**config.mk**
```make
export PLATFORM = sky130hd
export DESIGN_NAME = add_sub_seg_display_flat
export DESIGN_NICKNAME = d
export VERILOG_FILES = /design/src/rtl/add_sub_seg_display_pkg.sv /design/src/rtl/add_sub_seg_display_if.sv /design/src/rtl/add_sub_seg_display_seg7_decode.sv /design/src/rtl/add_sub_seg_display.sv /design/src/flat_wrapper.sv
export SDC_FILE = /design/constraint.sdc
export NUM_CORES = 1
export LEC_CHECK = 0
export CORE_UTILIZATION = 40
export DETAILED_ROUTE_END_ITERATION = 12
export PLACE_DENSITY = 0.69
export REMOVE_ABC_BUFFERS = 1
export SLEW_MARGIN = 25
export SYNTH_ARGS = -nofsm -noshare
export SYNTH_HDL_FRONTEND = slang
export SYNTH_HIERARCHICAL = 1
export SYNTH_SLANG_ARGS = --single-unit
```
**constraint.sdc**
```tcl
create_clock -name clk -period 3.26 [get_ports clk]
set_clock_uncertainty 0.2 [all_clocks]
set_input_delay 0.489 -clock clk [delete_from_list [all_inputs] [get_ports clk]]
set_output_delay 0.489 -clock clk [all_outputs]
set_load 0.01 [all_outputs]
```
**src/rtl/add_sub_seg_display_pkg.sv**
```systemverilog
// Shared types and constants for the add/sub result display stage:
// converter states, segment encodings and scan geometry.
package add_sub_disp_pkg;

    typedef enum logic [1:0] {
        IDLE    = 2'd0,
        CONVERT = 2'd1,
        UPDATE  = 2'd2
    } state_t;

    // Segments are {g,f,e,d,c,b,a}, active-low.
    localparam logic [6:0] SEG_BLANK = 7'b1111111;
    localparam logic [6:0] SEG_MINUS = 7'b0111111;

    localparam logic [9:0][6:0] SEG_TABLE = {
        7'b0010000,   // 9
        7'b0000000,   // 8
        7'b1111000,   // 7
        7'b0000010,   // 6
        7'b0010010,   // 5
        7'b0011001,   // 4
        7'b0110000,   // 3
        7'b0100100,   // 2
        7'b1111001,   // 1
        7'b1000000    // 0
    };

    localparam int         NUM_DIGITS = 3;
    localparam logic [3:0] ANODE_OFF  = 4'b1111;

endpackage

```
**src/rtl/add_sub_seg_display_if.sv**
```systemverilog
// Capture strobe / data from the add/sub stage and the display drive outputs.
interface add_sub_seg_display_if;
    logic [4:0] s;
    logic       sign;
    logic       load;
    logic       busy;
    logic [3:0] an;
    logic [6:0] seg;

    modport master (output s, sign, load, input  busy, an, seg);
    modport slave  (input  s, sign, load, output busy, an, seg);
endinterface

```
**src/rtl/add_sub_seg_display_seg7_decode.sv**
```systemverilog
// BCD digit to active-low 7-segment pattern, with blank and minus overrides.
module seg7_decode
    import add_sub_disp_pkg::*;
(
    input  logic [3:0] digit,
    input  logic       blank,
    input  logic       minus,
    output logic [6:0] seg
);

    always_comb begin
        seg = SEG_BLANK;
        if (minus)
            seg = SEG_MINUS;
        else if (!blank && digit <= 4'd9)
            seg = SEG_TABLE[digit];
    end

endmodule

```
**src/rtl/add_sub_seg_display.sv**
```systemverilog
// Captures the add/sub magnitude and sign, converts to BCD by shift-add-3 and
// scans a common-anode 7-segment display (ones, tens, sign).
//
//   state   | meaning
//   --------+-----------------------------------------------------------
//   IDLE    | waiting for load; display holds last value
//   CONVERT | one adjust+shift per cycle, NUM_BITS cycles
//   UPDATE  | copy BCD and sign to the display registers, drop busy
module add_sub_seg_display
    import add_sub_disp_pkg::*;
#(
    parameter int REFRESH_DIV = 50000,
    parameter int NUM_BITS    = 5
) (
    input  logic                  clk,
    input  logic                  rst,
    add_sub_seg_display_if.slave  bus
);

    localparam int RW = (REFRESH_DIV > 2) ? $clog2(REFRESH_DIV) : 1;

    state_t                state, state_n;
    logic [NUM_BITS-1:0]   shreg, shreg_n;
    logic [7:0]            bcd, bcd_n, adj;
    logic [2:0]            cnt, cnt_n;
    logic                  cap_sign, cap_sign_n;
    logic [3:0]            tens, tens_n, ones, ones_n;
    logic                  dsign, dsign_n;

    logic [RW-1:0]         rcnt, rcnt_n;
    logic [1:0]            idx, idx_n;
    logic [3:0]            dig;
    logic                  blank, minus;
    logic [6:0]            seg_d;
    logic [3:0]            an_d;

    always_ff @(posedge clk or posedge rst) begin
        if (rst) begin
            state    <= IDLE;
            shreg    <= '0;
            bcd      <= '0;
            cnt      <= '0;
            cap_sign <= 1'b0;
            tens     <= '0;
            ones     <= '0;
            dsign    <= 1'b0;
            bus.busy <= 1'b0;
        end else begin
            state    <= state_n;
            shreg    <= shreg_n;
            bcd      <= bcd_n;
            cnt      <= cnt_n;
            cap_sign <= cap_sign_n;
            tens     <= tens_n;
            ones     <= ones_n;
            dsign    <= dsign_n;
            bus.busy <= (state_n != IDLE);
        end
    end

    always_comb begin
        state_n    = state;
        shreg_n    = shreg;
        bcd_n      = bcd;
        cnt_n      = cnt;
        cap_sign_n = cap_sign;
        tens_n     = tens;
        ones_n     = ones;
        dsign_n    = dsign;
        adj        = bcd;
        case (state)
            IDLE: begin
                if (bus.load) begin
                    shreg_n    = bus.s;
                    cap_sign_n = bus.sign;
                    bcd_n      = '0;
                    cnt_n      = '0;
                    state_n    = CONVERT;
                end
            end
            CONVERT: begin
                if (adj[3:0] >= 4'd5) adj[3:0] = adj[3:0] + 4'd3;
                if (adj[7:4] >= 4'd5) adj[7:4] = adj[7:4] + 4'd3;
                bcd_n   = {adj[6:0], shreg[NUM_BITS-1]};
                shreg_n = shreg << 1;
                cnt_n   = cnt + 3'd1;
                if (cnt == 3'(NUM_BITS - 1))
                    state_n = UPDATE;
            end
            UPDATE: begin
                tens_n  = bcd[7:4];
                ones_n  = bcd[3:0];
                dsign_n = cap_sign;
                state_n = IDLE;
            end
            default: state_n = IDLE;
        endcase
    end

    always_comb begin
        rcnt_n = rcnt + 1'b1;
        idx_n  = idx;
        if (rcnt == RW'(REFRESH_DIV - 1)) begin
            rcnt_n = '0;
            idx_n  = (idx == 2'(NUM_DIGITS - 1)) ? 2'd0 : idx + 2'd1;
        end
    end

    // Decode from next-cycle values so seg/an stay registered yet show the
    // new display contents on the same edge the display registers load.
    always_comb begin
        dig   = ones_n;
        blank = 1'b0;
        minus = 1'b0;
        case (idx_n)
            2'd1: begin
                dig   = tens_n;
                blank = (tens_n == 4'd0);
            end
            2'd2: begin
                blank = 1'b1;
                minus = dsign_n && ((tens_n != 4'd0) || (ones_n != 4'd0));
            end
            default: ;
        endcase
        an_d = ANODE_OFF & ~(4'b0001 << idx_n);
    end

    seg7_decode u_dec (
        .digit (dig),
        .blank (blank),
        .minus (minus),
        .seg   (seg_d)
    );

    always_ff @(posedge clk or posedge rst) begin
        if (rst) begin
            rcnt    <= '0;
            idx     <= 2'd0;
            bus.an  <= 4'b1110;
            bus.seg <= 7'b1000000;
        end else begin
            rcnt    <= rcnt_n;
            idx     <= idx_n;
            bus.an  <= an_d;
            bus.seg <= seg_d;
        end
    end

endmodule
```
**src/flat_wrapper.sv**
```systemverilog
// flat-port wrapper written by rule: the top's interface ports become plain ports
module add_sub_seg_display_flat import add_sub_disp_pkg::*;
#(
    parameter int REFRESH_DIV = 50000,
    parameter int NUM_BITS    = 5
)
  (clk, rst, bus_s, bus_sign, bus_load, bus_busy, bus_an, bus_seg);
  add_sub_seg_display_if bus_i ();
  input  logic clk;
  input  logic rst;
  input wire logic [$bits(bus_i.s)-1:0] bus_s;
  input wire logic [$bits(bus_i.sign)-1:0] bus_sign;
  input wire logic [$bits(bus_i.load)-1:0] bus_load;
  output wire logic [$bits(bus_i.busy)-1:0] bus_busy;
  output wire logic [$bits(bus_i.an)-1:0] bus_an;
  output wire logic [$bits(bus_i.seg)-1:0] bus_seg;
  assign bus_i.s = bus_s;
  assign bus_i.sign = bus_sign;
  assign bus_i.load = bus_load;
  assign bus_busy = bus_i.busy;
  assign bus_an = bus_i.an;
  assign bus_seg = bus_i.seg;
  add_sub_seg_display #(.REFRESH_DIV(REFRESH_DIV), .NUM_BITS(NUM_BITS)) u_core (.clk(clk), .rst(rst), .bus(bus_i));
endmodule
```
# [Word level (Yosys, flattened, before mapping)]
# Memory sizes are Yosys's and may differ from the RTL's.
# Cells that the tools add are included.
[totals] reg_bits=58 mem_bits_ro=112 input_bits=9 output_inout_bits=12 mem_count=1
[mem_list] memory="(no name shown)" words=16 width=7 read_ports=1 rd_ports_with_merged_regs=0 write_ports=0 line="add_sub_seg_display_seg7_decode.sv:16" rtl="seg = SEG_TABLE[digit];"
[classes] addsub=5 n_lt_le_gt_ge=4 eq_ne=8 shifts=1 muxes=23 n_bitwise=1 n_reduce_logical=12
[op_table] operator="$mux 7" count=3
[op_table] operator="$add 16x1->16 const B" count=1
[op_table] operator="$eq 16x16->1 const B" count=1
[op_table] operator="$mux 16" count=1
[op_table] operator="$mux 4" count=4
[op_table] operator="$pmux 8 s2" count=1
[op_table] operator="$pmux 5 s2" count=1
[op_table] operator="$ge 4x3->1 const B" count=2
[op_table] operator="$mux 2" count=4
[op_table] operator="$mux 8" count=1
[op_table] operator="$reduce_bool 4->1" count=2
[op_table] operator="$eq 2x2->1 const B" count=3
[op_table] operator="$mux 3" count=2
[op_table] operator="$pmux 3 s2" count=1
[op_table] operator="$lt 4x5->1 const B" count=1
[op_table] operator="$mux 5" count=1
[op_table] operator="$add 4x2->4 const B" count=1
[op_table] operator="$eq 2x1->1 const B" count=2
[op_table] operator="$le 4x4->1 const B" count=1
[op_table] operator="$logic_not 4->1" count=1
[op_table] operator="$not 4->4" count=1
[op_table] operator="$pmux 2 s2" count=1
[op_table] operator="$reduce_and 2->1" count=2
[op_table] operator="$reduce_bool 2->1" count=2
[op_table] operator="other kinds (12)" count=14

# [Logic depth before layout (Yosys ltp)]
[logic_depth] word_depth=9 ltp_mapped=14 ltp_nobuf=13

# [Cells and area by module]
# The synthesis kept the hierarchy.
[modules_own_cells] module="add_sub_seg_display" n_inst=1 cells_each=234 area_each_um2=2640.0 seq_area_each_um2=1456.4
[modules_own_cells] module="seg7_decode" n_inst=1 cells_each=30 area_each_um2=227.7 seq_area_each_um2=0.0

# [Worst setup path before layout]
# Ideal clock, no wire load.
[synth_path] path_kind="reg-to-reg" from="register u_core.rcnt[0]" to="register u_core.bus.seg[4]" setup_time_ns=0.142 arrival_time_ns=2.868 t_required_ns=2.918 path_slack_ns=0.050 path_stages_with_launch=14 path_buffers=0 synth_period_minus_slack_ns=3.210 cell_sequence="dfrtp_1 > ha_1 > and3_1 > and4_1 > mux2i_1 > inv_1 > ha_1 > inv_1 > mux2_2 > inv_1 > ha_1 > o21bai_4 > a211oi_4 > o211ai_1"
[synth_between] elab_chain_cells=8 word_cells_on_any_way=14
[synth_lines] item="start: declaration" line="add_sub_seg_display.sv:30" rtl="logic [RW-1:0] rcnt, rcnt_n;"
[synth_lines] item="start signal: assignment" line="add_sub_seg_display.sv:143" rtl="rcnt <= rcnt_n;"
[synth_lines] item="$eq 16x16->1 *" line="add_sub_seg_display.sv:103" rtl="if (rcnt == RW'(REFRESH_DIV - 1)) begin"
[synth_lines] item="$mux 2 *" line="add_sub_seg_display.sv:103"
[synth_lines] item="net u_core.idx_n[0]" line="add_sub_seg_display.sv:31" rtl="logic [1:0] idx, idx_n;"
[synth_lines] item="$eq 2x1->1 *" line="add_sub_seg_display.sv:115" rtl="case (idx_n)"
[synth_lines] item="$mux 4 *" line="add_sub_seg_display.sv:115"
[synth_lines] item="net u_core.dig[0]" line="add_sub_seg_display.sv:32" rtl="logic [3:0] dig;"
[synth_lines] item="$mem_v2 16x7 / $le 4x4->1 (equally long branches)"
[synth_lines] item="$mux 7 (not written as such) / $logic_and 1x1->1 (equally long branches)" line="add_sub_seg_display_seg7_decode.sv:16, add_sub_seg_display_seg7_decode.sv:15"
[synth_lines] item="$mux 7 *" line="add_sub_seg_display_seg7_decode.sv:15" rtl="else if (!blank && digit <= 4'd9)"
[synth_lines] item="$mux 7 *" line="add_sub_seg_display_seg7_decode.sv:13" rtl="if (minus)"
[synth_lines] item="net u_core.seg_d[4]" line="add_sub_seg_display.sv:34" rtl="logic [6:0] seg_d;"
[synth_lines] item="end signal: assignment" line="add_sub_seg_display.sv:146" rtl="bus.seg <= seg_d;"
[synth_lines] item="end: declaration" line="add_sub_seg_display_if.sv:11" rtl="modport slave (input s, sign, load, output busy, an, seg);"
# Mark *: on every way through the listed nets, which the timed path passes. The rest lies on a longest branch. The select of a mux whose other input is x is not followed.
# A chain may end at the register's enable or synchronous reset.

# [Final worst setup path]
[layout_path] from="register u_core.rcnt[12]" to="register u_core.bus.seg[4]"
# Same word-level chain as after synthesis.

==> results.toml <==
[synth]
yosysUniqueCellTypes = 51
yosysTopAreaCell = "dfrtp_1"
ys_async_sr_fraction_pct = 100
synthCells = 264
synth-xor-area-share_pct = 4.89
synthMuxAreaShare_pct = 5.89
yosysMostFrequentCell = "dfrtp_1"
synth-edff-count = 0
ys.flop_type = "dfrtp_1"
syn-cell-area_um2 = 2870
yosysTopAreaCellShare_pct = 47.1
synth_top_family_by_area = "simple AND/OR/NAND/NOR gates"
synth_common_cells = "dfrtp_1 (54), nand2_1 (24), inv_1 (19), nor2_1 (18), ha_1 (16)"
synth-compound-area-share_pct = 11.0
synth_simple_gate_area_share_pct = 15.9
avgSynthCellArea_um2 = 10.9
ys_ff_latch = 58
synthAdderAreaFrac_pct = 6.98
ys_seq_area_share_pct = 50.8
synth_area_leaders = "dfrtp_1 (47%), ha_1 (7.0%), dfstp_2 (3.7%), nand2_1 (3.1%), xnor2_1 (3.1%)"
synth-warning-count = 6

[clock_network]
numCtsBuffers = 9
cts_tree = "done"
h-tree-depth = 3
clock_path_buffers = 2
cts-root-buf = "clkbuf_8"
cts_num_sinks = 58
insertion_delay_ns = 0.33
clkTransAtPathRegs_ns = 0.07

[grt]
grt_max_degree = 59
use_met2_pct = 24.3
use_met1_pct = 21.7
top_usage_layer = "met2"
grt_antenna_before_repair = 0
grt_pass1_vias = 1913
grt_util_all_layers_pct = 16.0
gr-usage-met3_pct = 3.52
overflow = 0
grt_pass1_wl_mm = 9.14

[sta]
worstMarginPinSlew_ns = 0.811
relSlewSlack_pct = 45.8
worst_slack_ns = 0.144
whs_ns = 0.282
fin_crit_ns = 3.12
fin_crit_sh_pct = 95.6
maxSlewViolCount = 0
hold_viol = 0
timing.fmax_ghz = 0.321
finalSetupViolCount = 0

[placement]
gp_congestion = 0.769
io_buffers = 20
dp_cells = 385
detailedPlace.worstSlack_ns = -0.0712
post-dp-hpwl_mm = 3.73

[setup_path]
critPathKind = "reg -> reg"
crit_required_ns = 3.25
ff2ff_path_depth = 12
crit_path_top_delay_cell = "dfrtp_2"
path_max_fanout = 6
worstReg2RegStart = "u_core/rcnt[12]"
path_cells = "nor4bb_4 > and4_4 > mux2i_2 > inv_1 > ha_2 > inv_4 > mux2_4 > inv_4 > ha_4 > o21bai_4 > a211oi_4 > o211ai_1"
slowest_delay_ns = 0.44
crit_cells = 12
crit_path_start_kind = "flip-flop"
crit_path_frequent_cell = "inv_4"
critPathLaunch = "u_core/rcnt[12]"
cp_top_family = "simple AND/OR/NAND/NOR gates"
endpoint_kind = "flip-flop"
path_buf_inv = 3
cp.arrival_ns = 3.10

[cells_and_area]
seq_area_um2 = 1460
multi_input_area_um2 = 1350
final.fill_count = 620
stdcell_count = 403
drive_gt1_share_pct = 20.5
fin_nets = 327
antenna_cells = 0
area_growth_pct = 22.9

[drt]
firstDrtPassIters = 4
drc = 0
ant_nets = 0
drt_iter0_markers = 111
avgRoutedWirePerCell_um = 13.6
via_per_inst = 4.94
drt_wl_total_mm = 5.47
vias = 1992

[flow_run]
maxCapViolCount = 0

[die]
die_x_um = 86.7
die_h_um = 86.7
dieArea_um2 = 7510
core-area_um2 = 6870
fp-row-count = 30
io_pins = 21
start_util_pct = 41.7

[run_status]
status = "completed"

[power]
leakagePower_nw = 1.59
power-per-cell-area_nw_per_um2 = 749
vdd_drop_max_mv = 0.307

[min_path]
hp-start = "u_core/cnt[2]"
hold_depth = 1
hold_path_class = "reg -> reg"
## path summary, 6_finish.rpt
| kind | end | slack, ns |
|---|---|---|
| min | u_core/cnt[2] | 0.28 |
| max in group asynchronous | u_core/rcnt[12] | 1.85 |
| min in group asynchronous | u_core/rcnt[3] | 0.48 |
| max | u_core/bus.seg[4] | 0.14 |
| min reg2reg | u_core/cnt[2] | 0.28 |
| max reg2reg | u_core/bus.seg[4] | 0.14 |
## state kept, by name, indices dropped and copies added, names as in the netlist
signal and count:
u_core/ones 4, u_core/tens 4, u_core/bus.seg 7, u_core/bus.an 4, u_core/cap_sign 1, u_core/state 2
u_core/bcd 8, u_core/dsign 1, u_core/bus.busy 1, u_core/idx 2, u_core/cnt 3, u_core/rcnt 16
u_core/shreg 5
## routing by layer
metal,wire length (µm),up-vias
met1,2540,970
met2,2700,30
met3,126,9
met4,106,0
met5,0,-
li1,-,983
## final cells by class
cell class	count	area share, %
Multi-Input combinational cell	179	38.3
Clock buffer	14	4.90
Timing Repair Buffer	34	8.66
Sequential cell	58	41.4
Clock inverter	2	0.994
Tap cell	96	3.41
Inverter	20	2.34
## power breakdown
group | internal, mW | total [mW] | leakage [nW] | switching, mW
registers | 0.907 | 1.02 | 0.738 | 0.116
clock network | 0.415 | 0.683 | 0.107 | 0.268
logic | 0.442 | 0.935 | 0.748 | 0.493
total | 1.76 | 2.64 | 1.59 | 0.877
## kinds of logic (layout without fill, tap and decap cells)
family                     Yosys count  after routing
buffers and inverters               27             70
adders and majority gates           16             16
AOI/OAI and AO/OA                   49             49
DFF                                 58             58
xor gates and xnor gates            16             16
and+or+nand+nor                     84             84
muxes                               14             14
## worst reg2reg max path: cells and delay by family (launching register included)
family,cells,cell delay (ns)
AOI/OAI and AO/OA,3,0.55
DFF,1,0.44
muxes,2,0.58
adders and majority gates,2,0.35
buffers and inverters,3,0.26
and+or+nand+nor,2,0.59
## placed cells by master (no fill, tap or decap), types with 10 or more instances in the layout
master            n
a21oi_1          10
buf_4            14
clkbuf_8         12
clkdlybuf4s50_1  20
dfrtp_1          53
ha_1             12
inv_1            15
nand2_1          24
nor2_1           18
o21ai_1          12
xnor2_1          10
## repair_timing
action	in CTS	in global routing
setup buffers	0	2
hold buffers	0	0
gates cloned	0	0
setup endpoints to repair	6	6
pin swaps	3	4
resized for setup	2	19
## stage by stage
stage,util (%),area [µm²],TNS (ns),total power [mW]
floorplan,-,2810,-0.561,1.67
global placement,46.9,3220,0,1.90
detailed placement,46.9,3220,-0.285,1.93
CTS,50.0,3430,0,2.63
global route,51.3,3520,-0.0550,2.84
finish,51.3,3520,0,2.64
Note: power is estimated with default switching activity, not from simulation.
